==> config.mk <==
export PLATFORM = sky130hd
export DESIGN_NAME = tdc_readout
export DESIGN_NICKNAME = d
export VERILOG_FILES = /design/src/rtl/tdc_readout.sv
export SDC_FILE = /design/constraint.sdc
export NUM_CORES = 1
export LEC_CHECK = 0
export ABC_AREA = 1
export ABC_CLOCK_PERIOD_IN_PS = 4100
export CAP_MARGIN = 10
export CORE_MARGIN = 8
export CORE_UTILIZATION = 60
export DETAILED_ROUTE_END_ITERATION = 10
export DONT_BUFFER_PORTS = 1
export GPL_TIMING_DRIVEN = 0
export PLACE_DENSITY = 0.76
export SLEW_MARGIN = 20
export SYNTH_ARGS = -nofsm -noshare
export SYNTH_HDL_FRONTEND = slang
export SYNTH_SLANG_ARGS = --single-unit
==> constraint.sdc <==
create_clock -name clk -period 4.1 [get_ports clk]
set_input_delay 0.615 -clock clk [delete_from_list [all_inputs] [get_ports clk]]
set_output_delay 0.615 -clock clk [all_outputs]
set_load 0.01 [all_outputs]
==> src/rtl/tdc_readout.sv <==
// TDC result FIFO with a byte-serial readout driven by an asynchronous host read strobe.
// Each 16-bit word is read high byte first; a read on an empty FIFO returns 8'hFF.
module tdc_readout #(
    parameter int unsigned DEPTH = 8
) (
    input  logic                     clk,
    input  logic                     rst_n,
    input  logic                     ena,
    input  logic                     clr,
    input  logic                     meas_valid,
    input  logic [15:0]              meas_data,
    input  logic                     rd_req,
    output logic [7:0]               byte_out,
    output logic                     byte_valid,
    output logic                     fifo_empty,
    output logic                     fifo_full,
    output logic                     overflow,
    output logic [$clog2(DEPTH):0]   count
);

    localparam int unsigned AW = $clog2(DEPTH);
    localparam int unsigned CW = AW + 1;
    localparam logic [CW-1:0] FULL_CNT = CW'(DEPTH);

    typedef enum logic [0:0] {
        IDLE    = 1'b0,
        LO_PEND = 1'b1
    } state_t;

    logic [15:0]   mem [DEPTH];
    logic [AW-1:0] wr_ptr;
    logic [AW-1:0] rd_ptr;
    logic [15:0]   head;
    logic [CW-1:0] count_nxt;
    logic [2:0]    sync;
    logic          rd_event;
    logic          push_req;
    logic          do_push;
    logic          do_pop;
    logic [7:0]    hold_lo;
    state_t        state;

    // sync[0] and sync[1] are the synchroniser pair; sync[2] is the edge-detect history
    assign rd_event = sync[1] & ~sync[2];
    assign head     = mem[rd_ptr];

    always_comb begin
        push_req  = meas_valid & ena & ~clr;
        do_pop    = ~clr & rd_event & (state == IDLE) & ~fifo_empty;
        // a full FIFO still accepts a word when the head leaves in the same cycle
        do_push   = push_req & (~fifo_full | do_pop);
        count_nxt = count;
        if (clr) begin
            count_nxt = '0;
        end else begin
            case ({do_push, do_pop})
                2'b10:   count_nxt = count + 1'b1;
                2'b01:   count_nxt = count - 1'b1;
                default: count_nxt = count;
            endcase
        end
    end

    always_ff @(posedge clk) begin
        if (!rst_n) begin
            sync <= '0;
        end else begin
            sync <= {sync[1:0], rd_req};
        end
    end

    always_ff @(posedge clk) begin
        if (do_push && rst_n) begin
            mem[wr_ptr] <= meas_data;
        end
    end

    always_ff @(posedge clk) begin
        if (!rst_n) begin
            wr_ptr     <= '0;
            rd_ptr     <= '0;
            count      <= '0;
            fifo_empty <= 1'b1;
            fifo_full  <= 1'b0;
            overflow   <= 1'b0;
        end else begin
            if (clr) begin
                wr_ptr   <= '0;
                rd_ptr   <= '0;
                overflow <= 1'b0;
            end else begin
                if (do_push) begin
                    wr_ptr <= wr_ptr + 1'b1;
                end
                if (do_pop) begin
                    rd_ptr <= rd_ptr + 1'b1;
                end
                if (push_req && fifo_full && !do_pop) begin
                    overflow <= 1'b1;
                end
            end
            count      <= count_nxt;
            fifo_empty <= (count_nxt == '0);
            fifo_full  <= (count_nxt == FULL_CNT);
        end
    end

    // only the low byte of a popped word needs holding; the high byte goes straight out
    always_ff @(posedge clk) begin
        if (!rst_n) begin
            state      <= IDLE;
            hold_lo    <= '0;
            byte_out   <= '0;
            byte_valid <= 1'b0;
        end else begin
            byte_valid <= 1'b0;
            if (clr) begin
                state <= IDLE;
            end else if (rd_event) begin
                byte_valid <= 1'b1;
                case (state)
                    IDLE: begin
                        if (!fifo_empty) begin
                            hold_lo  <= head[7:0];
                            byte_out <= head[15:8];
                            state    <= LO_PEND;
                        end else begin
                            byte_out <= '1;
                        end
                    end
                    LO_PEND: begin
                        byte_out <= hold_lo;
                        state    <= IDLE;
                    end
                    default: state <= IDLE;
                endcase
            end
        end
    end

endmodule
# [After elaboration in Yosys (flattened, before gate mapping)]
# Memories as Yosys holds them, arrays and structs flattened. A register that Yosys moved wholly into a read port is not among the register bits.
# Index checks and enable logic that the tools add are counted.
[totals] word_cells=52 input_bits=22 ff_bits=34 rom_bits=0 latchBits=0 mem_bits_rw=128 mem_count=1 output_inout_bits=16
[mem_list] name="mem" words=8 width=16 read_ports=1 rd_ports_with_merged_regs=1 wr=1 line="30" text="logic [15:0] mem [DEPTH];"
[op_classes] n_bitwise=14 mul=0 muxes=11 shift=0 add_sub_neg=4 n_reduce_logical=8 n_div=0 magnitude_cmp=0 n_eq_ne=3
[ops] op="$pmux W8 S2" count=1
[ops] op="$mux W8" count=1
[ops] op="$pmux W4 S2" count=1
[ops] op="$and A1 B1 Y1" count=7
[ops] op="$add A3 B1 Y3 const B" count=2
[ops] op="$mux W3" count=2
[ops] op="$not A1 Y1" count=6
[ops] op="$add A4 B1 Y4 const B" count=1
[ops] op="$eq A4 B4 Y1 const B" count=1
[ops] op="$logic_not A4 Y1" count=1
[ops] op="$mux W1" count=4
[ops] op="$mux W4" count=1
[ops] op="$reduce_and A4 Y1" count=1
[ops] op="$sub A4 B1 Y4 const B" count=1
[ops] op="$logic_and A1 B1 Y1" count=3
[ops] op="$eq A2 B1 Y1 const B" count=1
[ops] op="$eq A2 B2 Y1 const B" count=1
[ops] op="$pmux W1 S2" count=1
[ops] op="$reduce_and A2 Y1" count=1
[ops] op="$reduce_or A2 Y1" count=1
[ops] op="$logic_not A1 Y1" count=1
[ops] op="$or A1 B1 Y1" count=1

# [Depth between registers and ports, before layout]
# Gate-level depths: netlist of the first run.
[depth] ltp_word=11 mapped_depth=20 depth_no_buf=20

# [Least setup slack after synthesis of the first run]
# No wires, ideal clock.
[synth_timing] kind="in2reg" start="input port clr" end="register fifo_empty" path_buffers=0 t_required_ns=3.991 setup_time_ns=0.109 path_slack_ns=1.680 path_stages=17 arrival_time_ns=2.311 cell_sequence="inv_1 -> nand3_1 -> a21oi_4 -> inv_1 -> ha_1 -> nor2_1 -> nor2_1 -> ha_1 -> nor2_1 -> nor2_1 -> o21ai_0 -> nand2_1 -> inv_1 -> nand2_1 -> nand2_1 -> nand2_1 -> inv_1"
[synth_via] elab_chain_cells=10 elab_cells_between_ends=12 cone_classes="eq/ne (2); mux (2); bitwise (7); reduce/logical (1)"
[synth_lines] item="start: declaration" line="9" text="input logic clr,"
[synth_lines] item="$not A1 Y1 (no line)"
[synth_lines] item="$and A1 B1 Y1 (3 in a row)" line="49" text="do_pop = ~clr & rd_event & (state == IDLE) & ~fifo_empty;"
[synth_lines] item="$or A1 B1 Y1" line="51" text="do_push = push_req & (~fifo_full | do_pop);"
[synth_lines] item="$and A1 B1 Y1" line="51"
[synth_lines] item="$eq A2 B1 Y1 / $eq A2 B2 Y1 (equally long branches)" line="56" text="case ({do_push, do_pop})"
[synth_lines] item="$pmux W4 S2" line="56"
[synth_lines] item="$mux W4 (*)" line="53" text="if (clr) begin"
[synth_lines] item="$logic_not A4 Y1 (*)" line="103" text="fifo_empty <= (count_nxt == '0);"
[synth_lines] item="end signal: assignment" line="103"
[synth_lines] item="end: declaration" line="15" text="output logic fifo_empty,"
# Every way passes the cells marked *; elsewhere a longest branch is shown, timed or not.
# A chain may end at the register's enable or synchronous reset.

# [Worst setup path in the final report of the first run]
[layout_timing] start="register state" end="register fifo_empty"
[layout_via] elab_chain_cells=9 elab_cells_between_ends=10 cone_classes="eq/ne (2); mux (2); bitwise (5); reduce/logical (1)"
[layout_lines] item="start: declaration" line="41" text="state_t state;"
[layout_lines] item="start signal: assignment" line="111" text="state <= IDLE;"
[layout_lines] item="start signal: assignment" line="118" text="state <= IDLE;"
[layout_lines] item="start signal: assignment" line="126" text="state <= LO_PEND;"
[layout_lines] item="$not A1 Y1 (*)"
[layout_lines] item="$and A1 B1 Y1 (*) (2 in a row)" line="49"
[layout_lines] item="$or A1 B1 Y1" line="51"
[layout_lines] item="$and A1 B1 Y1" line="51"
[layout_lines] item="$eq A2 B1 Y1 / $eq A2 B2 Y1 (equally long branches)" line="56"
[layout_lines] item="$pmux W4 S2 (*)" line="56"
[layout_lines] item="$mux W4 (*)" line="53"
[layout_lines] item="$logic_not A4 Y1 (*)" line="103"
# Marked as above.

==> results of run 1 <==
where the power goes:
group | switching (W) | leakage (nW) | internal [W]
clock network | 0.000624 | 0.272 | 0.000928
logic | 0.0000441 | 0.970 | 0.0000188
registers | 0.0000102 | 1.45 | 0.00181
total | 0.000679 | 2.69 | 0.00276
logic make-up (layout without fill, tap and decap cells):
family	Yosys count	in the layout	share of synthesized area, %
adders and majority gates	5	5	0.948
xor gates and xnor gates	2	2	0.266
DFF	165	165	69.5
and+or+nand+nor	276	276	17.7
buffers and inverters	66	106	4.68
AOI/OAI and AO/OA	85	85	6.94
final cells by class:
cell class / instances / area, um^2
Buffer: 29 / 170
Timing Repair Buffer: 8 / 113
Tap cell: 140 / 175
Clock inverter: 12 / 154
Fill cell: 706 / 3310
Multi-Input combinational cell: 368 / 1720
Inverter: 37 / 139
Clock buffer: 20 / 425
Sequential cell: 165 / 4580
layout by cell type, fill, tap and decap left out:
cell type and n:
o21ai_0 36, nor2_8 1, clkinv_2 2, buf_2 16, o211ai_1 5, ha_1 5
nand3_4 1, inv_6 2, nand2_1 121, buf_6 4, buf_1 1, clkinvlp_4 3
clkinvlp_2 1, clkinv_4 1, xor2_1 2, clkbuf_8 1, clkbuf_1 6, o22ai_1 6
clkinv_1 1, nor2_2 8, a21oi_4 1, inv_1 34, bufinv_16 3, buf_4 7
nand3_1 76, nor2_1 67, dfxtp_1 37, buf_8 6, o21ai_1 3, a31oi_1 1
nand2_2 2, inv_2 2, a21oi_1 33, clkbuf_16 16, edfxtp_1 128
per-layer routing:
metal	share of wire [%]	vias up	track usage (%)
met5	0	-	0
met4	3.0	0	12.6
met3	12	46	6.79
met2	47	287	33.7
met1	39	2174	26.6
li1	-	2119	-
final timing paths:
| path | cells past startpoint | start | to |
|---|---|---|---|
| worst min-delay path | 0 | meas_data[5] | mem[4][5] |
| worst min register to register | 2 | sync[0] | sync[1] |
| worst max-delay path | 19 | state | fifo_empty |
| worst max register to register | 19 | state | fifo_empty |
flip-flops by register name (all words and copies together) (netlist names), named ones only:
name and count:
byte_valid 1, state 1, fifo_empty 1, wr_ptr 3
overflow 1, hold_lo 8, count 4, sync 3
byte_out 8, fifo_full 1, rd_ptr 3, mem 128
through the flow:
stage / instance area, um^2 / setup slack (ns) / utilization [%]
6_report: 7480 / 1.38 / 69.3
4_1_cts: 7480 / 1.41 / 69.3
2_1_floorplan: 6600 / 1.68 / -
3_3_place_gp: 6770 / 0.984 / 62.8
3_5_place_dp: 6910 / 1.30 / 64.0
5_1_grt: 7480 / 1.16 / 69.3
==> flow_summary.ini, run 1 <==
[status]
outcome = complete, no violations

[timing]
rsz0062_at_grt = false
worstMarginPinSlew_ns = 0.721
timing.fmax_mhz = 367
finalHoldViolCount = 0
finClkSkew_ns = 0.0130
report.final.slew_viol_count = 0
layout_min_cycle_time_ns = 2.72
setup_viol = 0
max_slew_margin_pct = 51.9
whs_ns = 0.168
period_share_pct = 66.5
setup-tns-final_ns = 0

[cts]
cts_buffers = 17
cts_buffer_depth = 2
clkLatencyLatePin_ns = 0.54
h-tree-depth = 4
cts_sinks = 165
cts_resized = 0
postCtsHoldBufs = 0
postCtsSetupRepairBufs = 0
root_buffer = clkbuf_8
tritoncts = done
clk_pin_slew_ns = 0.07

[pwr]
pwr_density_cell_nw_per_um2 = 459
leakagePower_nw = 2.69
ir_worst_vdd_uv = 304
power_w = 0.00344

[global_route]
gr-total-overflow = 0
grt_first_pass_wirelength_um = 23800
grt_pass1_vias = 4556
track_usage_pct = 21.8
grt_max_degree = 17
antenna_found_initial = 0

[critical_path]
max_stage_delay_ns = 0.32
worstSetupStartpointType = register
required_ns = 4.58
critPathKind = reg -> reg
crit_top_cell = nand2_1
cp-end-kind = register
crit_fanout = 10
reg2reg_slack_ns = 1.38
cp_cell_sequence = buf_6, nor2_8, nand3_4, a21oi_4, inv_1, ha_1, nand2_1, inv_1, nor2_1, ha_1, nor2_1, nor2_1, o21ai_0, nand2_1, inv_1, nand2_1, nand2_1, nand2_1, inv_1
slowest_stage = dfxtp_1
cp_num_buf_inv = 5
crit_family = simple AND/OR/NAND/NOR gates
cp.arrival_ns = 3.20

[floorplan]
dieHeight_um = 121
ios = 38
dieArea_um2 = 14600
core_area_um2 = 10800
fp.dieW_um = 121
initial_utilization_pct = 61.1
rows = 38

[routing]
drt-pass1-iter-count = 5
wl_um = 15500
vias = 4626
ant_nets = 0
vias_per_cell = 5.94
wl_per_cell_um = 19.9
route.detailed.drc = 0
drtIter0Drc = 458

[logic_synthesis]
synth.most_common_cell = edfxtp_1
synth_area_um2 = 6600
ys_seq_area_share_pct = 69.5
ys.flop_type = edfxtp_1
yosys_register_bits = 165
synth_top_area_share_pct = 58.3
yosys_warnings = 0
synth_async_sr_flop_share_pct = 0
synth.distinct_cells = 25
synth_top_area_cell = edfxtp_1
syn_area_per_cell_um2 = 11.0
yosys-top-cells-count = edfxtp_1, nand2_1, nand3_1
synthCells = 599
syn_nets = 626
synth_area_leaders = edfxtp_1, dfxtp_1, nand2_1
synth_edf_count = 128

[finish]
antenna_cells = 0
area_growth_pct = 13.4
layoutNonFillerInstCount = 779
nets = 653
drive_gt1_share_pct = 12.1

[placed_design]
globalplace.congestion = 0.830
portBuffers = 0
hpwl_um = 10200
dp_cells = 747

[hold_path]
hold_class = in -> reg

[flow_run]
max_cap_violations = 0
Power figures use the tool's default switching activity.
==> inputs of run 2 (changes only) <==
--- a/config.mk
+++ b/config.mk
@@ -6,7 +6,7 @@
 export NUM_CORES = 1
 export LEC_CHECK = 0
 export ABC_AREA = 1
-export ABC_CLOCK_PERIOD_IN_PS = 4100
+export ABC_CLOCK_PERIOD_IN_PS = 2700
 export CAP_MARGIN = 10
 export CORE_MARGIN = 8
 export CORE_UTILIZATION = 60
==> constraint.sdc (replaced) <==
create_clock -name clk -period 2.7 [get_ports clk]
set_input_delay 0.405 -clock clk [delete_from_list [all_inputs] [get_ports clk]]
set_output_delay 0.405 -clock clk [all_outputs]
set_load 0.01 [all_outputs]
==> flow_summary.ini, run 2 (synthesis gave the netlist of run 1 again) <==
[routing]
dr_wl_met2_um = 7520
vias_per_cell = 5.90
wl_um = 15700
drt-pass1-iter-count = 7
route.detailed.drc = 0
wl_per_cell_um = 19.7
routed.top_layer = met4
ant_nets = 0
drt-met1-wl_um = 6050
vias = 4711
drtIter0Drc = 452
routed-wl-met3_um = 1730

[critical_path]
cp.arrival_ns = 2.92
cp-end-kind = register
required_ns = 3.18
worstSetupStartpointType = register
r2r-start = fifo_empty
critPathKind = reg -> reg
crit_start = fifo_empty
crit_fanout = 5

[pwr]
clkPwrFrac_pct = 44.8
pwr-share-seq_pct = 52.4
ir_worst_vdd_uv = 472
pwr_density_cell_nw_per_um2 = 686
switching_share_pct = 20.1
leakagePower_nw = 2.77
comb_power_share_pct = 2.7
switchingPower_w = 0.00106
cellInternalPower_w = 0.00421

[placed_design]
dp_cells = 747
portBuffers = 0
hpwl_um = 10200
globalplace.congestion = 0.830
placedInstanceArea_um2 = 6910

[cts]
cts_sinks = 165
root_buffer = clkbuf_8
cts_buffers = 17
clkLatencyLatePin_ns = 0.54
h-tree-depth = 4
cts_buffer_depth = 2
clk_pin_slew_ns = 0.06
tritoncts = done

[floorplan]
initial_utilization_pct = 61.1
dieHeight_um = 121
rows = 38
core_area_um2 = 10800
ios = 38
fp.dieW_um = 121
dieArea_um2 = 14600

[timing]
worstMarginPinSlew_ns = 0.702
report.final.slew_viol_count = 0
setup_viol = 0
timing.fmax_mhz = 409
layout_min_cycle_time_ns = 2.44
rsz0062_at_grt = false
finClkSkew_ns = 0.0106
max_slew_margin_pct = 53.2
finalHoldViolCount = 0
period_share_pct = 90.5

[finish]
layout_commonest_cell = edfxtp_1
nets = 673
area_growth_pct = 16.4
top_regs = mem: 128 flops, byte_out: 8 flops, hold_lo: 8 flops
antenna_cells = 0
top_register = mem
fin_area_um2 = 7680
largest_register_ffs = 128
final_cell_mix = edfxtp_1, nand2_1, nand3_1, nor2_1, dfxtp_1
drive_gt1_share_pct = 12.6
layoutNonFillerInstCount = 799

[global_route]
grt_max_degree = 17
gr-total-overflow = 0
grt_pass1_vias = 4619
antenna_found_initial = 0
grt_first_pass_wirelength_um = 24000
track_usage_pct = 22.0

[hold_path]
hp-start = clr
hold_class = in -> reg

[flow_run]
max_cap_violations = 0

[status]
outcome = complete, no violations
[run 2: cell count changes in the layout (fill, tap and decap cells not counted)]
cell | previous run | this run
dlygate4sd3_1 | 0 | 17
buf_4 | 7 | 10
inv_1 | 34 | 32
inv_2 | 2 | 4
ha_1 | 5 | 4
ha_2 | 0 | 1
o21ai_0 | 36 | 35
o21ai_1 | 3 | 4
[run 2: cell type report]
type / count / area (um^2)
buffer: 29 / 170
clock buffer: 20 / 425
clock inverter: 12 / 154
fill: 689 / 3110
inverter: 37 / 139
multi-input combinational: 368 / 1730
sequential: 165 / 4580
tap: 140 / 175
timing repair buffer: 28 / 305
[run 2: power by group through the flow]
stage / Combinational [W] / Clock, W / Sequential [W]
floorplan: 0.0000657 / 0 / 0.00282
global placement: 0.0000857 / 0 / 0.00282
detailed placement: 0.0000923 / 0 / 0.00282
CTS: 0.000134 / 0.00237 / 0.00276
global route: 0.000158 / 0.00246 / 0.00277
finish: 0.000144 / 0.00236 / 0.00276
[run 2: metal layers]
layer	GRT usage, %	up-vias
li1	-	2161
met5	0	-
met2	34.3	318
met4	12.6	0
met3	6.19	43
met1	27.0	2189
[run 2: stage by stage]
step	worst slack, ns	util, %	hold WS [ns]	TNS [ns]	power [W]
after global routing	0.0371	71.2	0.0911	0	0.00538
after detailed placement	0.0574	64.0	0.397	0	0.00291
after CTS	0.0125	70.9	0.0471	0	0.00527
after global placement	-0.257	62.8	0.392	-24.58	0.00290
after floorplan	0.467	-	0.390	0	0.00288
final	0.257	71.2	0.0762	0	0.00527
[run 2: critical path, cell delays in order (launching register included)]
cell	delay (ns)
dfxtp_1	0.41
nor2_8	0.17
nand3_4	0.11
a21oi_4	0.23
inv_2	0.10
ha_2	0.24
nand2_1	0.07
inv_1	0.05
nor2_1	0.13
ha_1	0.25
nor2_1	0.10
nor2_1	0.04
o21ai_0	0.11
nand2_1	0.08
inv_1	0.06
nand2_1	0.07
nand2_1	0.07
nand2_1	0.05
inv_1	0.05
[run 2: worst paths after layout]
kind	slack [ns]	to	depth (start not counted)
max	0.26	fifo_empty	18
min	0.08	count[2]	3
max reg2reg	0.26	fifo_empty	18
min reg2reg	0.41	sync[1]	2
[run 2: timing repair]
item | 4_1_cts | 5_1_grt
gates resized for setup | 0 | 4
hold buffers | 17 | 0
buffers inserted | 0 | 3
hold endpoints to repair | 129 | 0
setup endpoints to repair | 0 | 3
==> inputs of run 3 (changes only) <==
--- a/config.mk
+++ b/config.mk
@@ -10,6 +10,7 @@
 export CAP_MARGIN = 10
 export CORE_MARGIN = 8
 export CORE_UTILIZATION = 60
+export CTS_CLUSTER_SIZE = 8
 export DETAILED_ROUTE_END_ITERATION = 10
 export DONT_BUFFER_PORTS = 1
 export GPL_TIMING_DRIVEN = 0
==> results of run 3 <==
No change in the layout: final DEF, timing and power equal those of run 2.
==> RTL change 1: new RTL, settings of run 1 <==
Put one more register stage on the output `count`, without a reset. The value now appears one clock later. The other outputs are not delayed to match.
--- a/src/rtl/tdc_readout.sv
+++ b/src/rtl/tdc_readout.sv
@@ -28,4 +28,6 @@
     } state_t;
 
+    logic [$clog2(DEPTH):0] count_s0;
+
     logic [15:0]   mem [DEPTH];
     logic [AW-1:0] wr_ptr;
@@ -50,12 +52,12 @@
         // a full FIFO still accepts a word when the head leaves in the same cycle
         do_push   = push_req & (~fifo_full | do_pop);
-        count_nxt = count;
+        count_nxt = count_s0;
         if (clr) begin
             count_nxt = '0;
         end else begin
             case ({do_push, do_pop})
-                2'b10:   count_nxt = count + 1'b1;
-                2'b01:   count_nxt = count - 1'b1;
-                default: count_nxt = count;
+                2'b10:   count_nxt = count_s0 + 1'b1;
+                2'b01:   count_nxt = count_s0 - 1'b1;
+                default: count_nxt = count_s0;
             endcase
         end
@@ -80,5 +82,5 @@
             wr_ptr     <= '0;
             rd_ptr     <= '0;
-            count      <= '0;
+            count_s0   <= '0;
             fifo_empty <= 1'b1;
             fifo_full  <= 1'b0;
@@ -100,5 +102,5 @@
                 end
             end
-            count      <= count_nxt;
+            count_s0   <= count_nxt;
             fifo_empty <= (count_nxt == '0);
             fifo_full  <= (count_nxt == FULL_CNT);
@@ -139,3 +141,7 @@
     end
 
+    always_ff @(posedge clk) begin
+        count <= count_s0;
+    end
+
 endmodule
Behaviour: not the same (a bounded check fails within 4 cycles, from zero or initial values and one cycle with rst_n low).
==> RTL change 1 against run 1 <==
Utilization grew 0.065 points; sequential cell count grew 4; wire length shrank 1.0%; synthesized area grew 1.3%; critical path depth is the same; total power shrank 1.8%; setup slack gained 0.067 ns; sequential share of layout area grew 0.74 points; largest cell class unchanged; critical path type unchanged; design area grew 0.53%; final cell count grew 0.51%; count of clock-buffer cells in the layout shrank 3; via count shrank 0.30%; critical endpoint unchanged.
==> RTL change 1: results (changes against run 1) <==
post-synth net total=630 (+0.64%); fin nets=657 (+0.61%); Worst Skew=0.00575 ns (-0.00730 ns); worst hold endpoint=mem[6][5]; Pre-Repair DR Iteration Count=5 (unchanged); Worst-path clk slew=0.07 ns (about the same); DRT iter0 DRCs=602 (+31%); R2R cell count=19 (unchanged); placed wire-length estimate=10.2 mm (+0.92%); worst relative slew slack=57.3% (+5.4 points); vias=4612 (-0.30%); gpl congestion=0.821 (-0.99%); synthesized area per cell=11.1 sq um (+0.67%); slowest CP cell=dfxtp_1; root buf cell=clkbuf_8; Post-CTS Hold Fix Bufs=0 (unchanged); VDD IR max=0.323 mV (+6.5%); ratio of cells with drive above 1 in the final layout=12.6% (+0.55 points); Largest regs=mem x128, byte_out x8, hold_lo x8; status=completed; HP Start=meas_data[5]; Int Power=2.67 mW (-3.1%); Placed Instance Area=6980 sq um (+1.1%); Hold WS=0.163 ns (-0.00490 ns); Synth Flop Type=edfxtp_1; Vias/cell=5.89 (-0.81%); synth unique cells=26 (+4.0%); Antenna Cells=0 (unchanged); asr flop ratio synth=0% (unchanged); design area=7520 sq um (+0.53%); # resized after CTS=0 (unchanged); gr usage total=21.6% (-0.16 points); Post-Route WL=15.4 mm (-1.0%); Seq/Total Area, Yosys=69.8% (+0.27 points); # H-tree levels=4 (unchanged); Post-synth top cells=edfxtp_1, nand2_1, nand3_1; DP Worst Slack=1.38 ns (+0.0769 ns); Fillers=760 (+7.6%); Area contributors post-synth=edfxtp_1, dfxtp_1, nand2_1; leakage power=2.71 nW (+0.60%); placed cells=751 (+0.54%); first-pass GRT wire length=23.8 mm (+0.14%); maximum number of pins on one net before global-route repair=17 (unchanged)
RTL change 1: cell count changes in the layout (fill, tap and decap cells not counted), sizes merged, moves of 3 or more:
cell,change
nor2,-5
clkbuf,-3
nand2,+4
clkinv,+3
dfxtp,+4
RTL change 1: power by group through the flow:
stage                     Combinational, mW  Sequential [mW]  Clock (mW)
after floorplan                      0.0423             1.90           0
after global placement               0.0556             1.90           0
after detailed placement             0.0595             1.90           0
after CTS                            0.0602             1.86        1.46
after global routing                 0.0678             1.86        1.52
final                                0.0611             1.86        1.45
RTL change 1: worst max-delay path by stage:
stage / slack [ns] / cells after the start / start / to
6_report: 1.44 / 19 / state / fifo_empty
5_1_grt: 1.23 / 19 / state / fifo_empty
4_1_cts: 1.48 / 19 / state / fifo_empty
3_5_place_dp: 1.38 / 17 / clr / fifo_empty
3_3_place_gp: 1.01 / 5 / clr / mem[5][14]
2_1_floorplan: 1.69 / 17 / clr / fifo_empty
RTL change 1: cells by family after synthesis:
group | synth area share (%)
buffers and inverters | 4.73
flip-flops | 69.8
AND/OR/NAND/NOR | 17.4
XOR/XNOR | 0.262
adder cells (fa/ha/maj) | 0.936
AO/OA/AOI/OAI | 6.92
RTL change 1: per-layer routing:
layer | track usage, % | vias up | part of all wire (%)
met5 | 0 | - | 0
met4 | 12.2 | 0 | 3.0
met3 | 5.18 | 43 | 9.8
met2 | 34.8 | 257 | 49
met1 | 26.5 | 2179 | 39
li1 | - | 2133 | -
RTL change 1: area by class of cell:
type,count,area share [%]
plain buffers,29,2.29
inverters,38,1.91
well taps,140,2.33
clock buffers,17,5.50
clock inverters,15,1.70
multi-input cells,367,22.9
flip-flops and latches,169,62.0
repair buffers,8,1.35
==> RTL change 2: new RTL, config.mk and constraints of run 1 <==
Without the edit above. `DEPTH`: 8 -> 16.
--- a/src/rtl/tdc_readout.sv
+++ b/src/rtl/tdc_readout.sv
@@ -2,5 +2,5 @@
 // Each 16-bit word is read high byte first; a read on an empty FIFO returns 8'hFF.
 module tdc_readout #(
-    parameter int unsigned DEPTH = 8
+    parameter int unsigned DEPTH = 16
 ) (
     input  logic                     clk,
Interface: changed (resized count); port bits go from 38 to 39. The function was not compared with the original's and may differ.
==> RTL change 2 against run 1 <==
Utilization down 1.4 points; clock skew about the same; wire length up 90%; total power up 74%; design area up 81%; sequential cell count up 132; first-iteration DRC count up 140%; maximum frequency up 3.9%; setup slack better by 0.10 ns; combinational power up 19%; synthesized area up 83%; count of clock-buffer cells in the layout up 26; worst hold slack worse by 0.010 ns; critical path type unchanged.
==> RTL change 2: results (changes against run 1) <==
status=completed; placed wire-length estimate=19.8 mm (+95%); Largest regs=mem x256, byte_out x8, hold_lo x8; number of synthesized flops with an enable pin=256 (+100%); clock buffer count from CTS=30 (+13); Clock Path Buffers=3 (+1); slowest stage delay, CP=0.29 ns (-0.03 ns); Seq/Total Area, Yosys=70.6% (+1.1 points); post-synth net total=1090 (+74%); Port Buffers=0 (unchanged); vias=8293 (+79%); Crit Path Max Fanout=11 (+1); # H-tree levels=1 (-3); max-slew violation count=0 (unchanged); warnings from Yosys=0 (unchanged); synth unique cells=26 (+4.0%); vias in the first global route=7853 (+72%); leakage power=4.81 nW (+78%); gpl congestion=0.821 (-1.1%); Post-synth top cells=edfxtp_1, nand2_1, nand3_1; Post-Route WL=29.5 mm (+90%); gr usage total=24.0% (+2.2 points); Area contributors post-synth=edfxtp_1, nand2_1, dfxtp_1; VDD IR max=0.342 mV (+13%); ratio of cells with drive above 1 in the final layout=10.1% (-1.9 points); Net Sw Frac=19.0% (-0.70 points); root buf cell=clkbuf_16; CP Data Arrival Time=3.11 ns (-0.09 ns); first-pass GRT wire length=44.8 mm (+89%); DRT iter0 DRCs=1086 (+140%); Placed Instance Area=12600 sq um (+83%); Worst Skew=0.0135 ns (+0.000420 ns)
## RTL change 2: power groups by stage
stage                     Combinational, mW  Sequential (mW)  Clock (mW)
final                                0.0748             3.30        2.62
after global routing                 0.0843             3.30        2.75
after CTS                            0.0743             3.30        2.63
after detailed placement             0.0739             3.36           0
after global placement               0.0708             3.36           0
after floorplan                      0.0533             3.36           0
## RTL change 2: final timing paths
kind                start  depth (start not counted)          to  slack [ns]
max                 state                         20   fifo_full        1.48
min          meas_data[5]                          0  mem[15][5]        0.16
max reg2reg         state                         20   fifo_full        1.48
min reg2reg       sync[0]                          2     sync[1]        0.42
## RTL change 2: cells by family after synthesis
kind of cell | share of synthesized area (%)
flops | 70.6
xor+xnor | 0.0727
buf+inv | 4.40
compound gates | 6.61
simple gates | 17.5
fa+ha+maj | 0.831
## RTL change 2: area by class of cell
| cell class | count | area [sq um] |
|---|---|---|
| Inverter | 48 | 180 |
| Timing Repair Buffer | 13 | 176 |
| Clock inverter | 9 | 65.1 |
| Fill cell | 1395 | 6400 |
| Multi-Input combinational cell | 656 | 3070 |
| Sequential cell | 297 | 8510 |
| Tap cell | 270 | 338 |
| Clock buffer | 46 | 886 |
| Buffer | 59 | 350 |
## RTL change 2: per-layer routing
metal	GRT usage, %	up-vias	share of wire, %
li1	-	3796	-
met1	32.3	3974	40
met2	37.7	449	46
met3	4.89	74	11
met4	9.93	0	3.7
met5	0	-	0
## RTL change 2: per-stage QoR
stage | hold slack [ns] | instances | utilization (%) | setup WS, ns
final | 0.158 | 1398 | 67.9 | 1.48
after floorplan | 0.390 | 1060 | - | 1.69
after global routing | 0.141 | 1398 | 67.9 | 1.21
after detailed placement | 0.414 | 1343 | 63.2 | 1.43
after CTS | 0.150 | 1398 | 67.9 | 1.51
after global placement | 0.402 | 1330 | 62.0 | 0.784
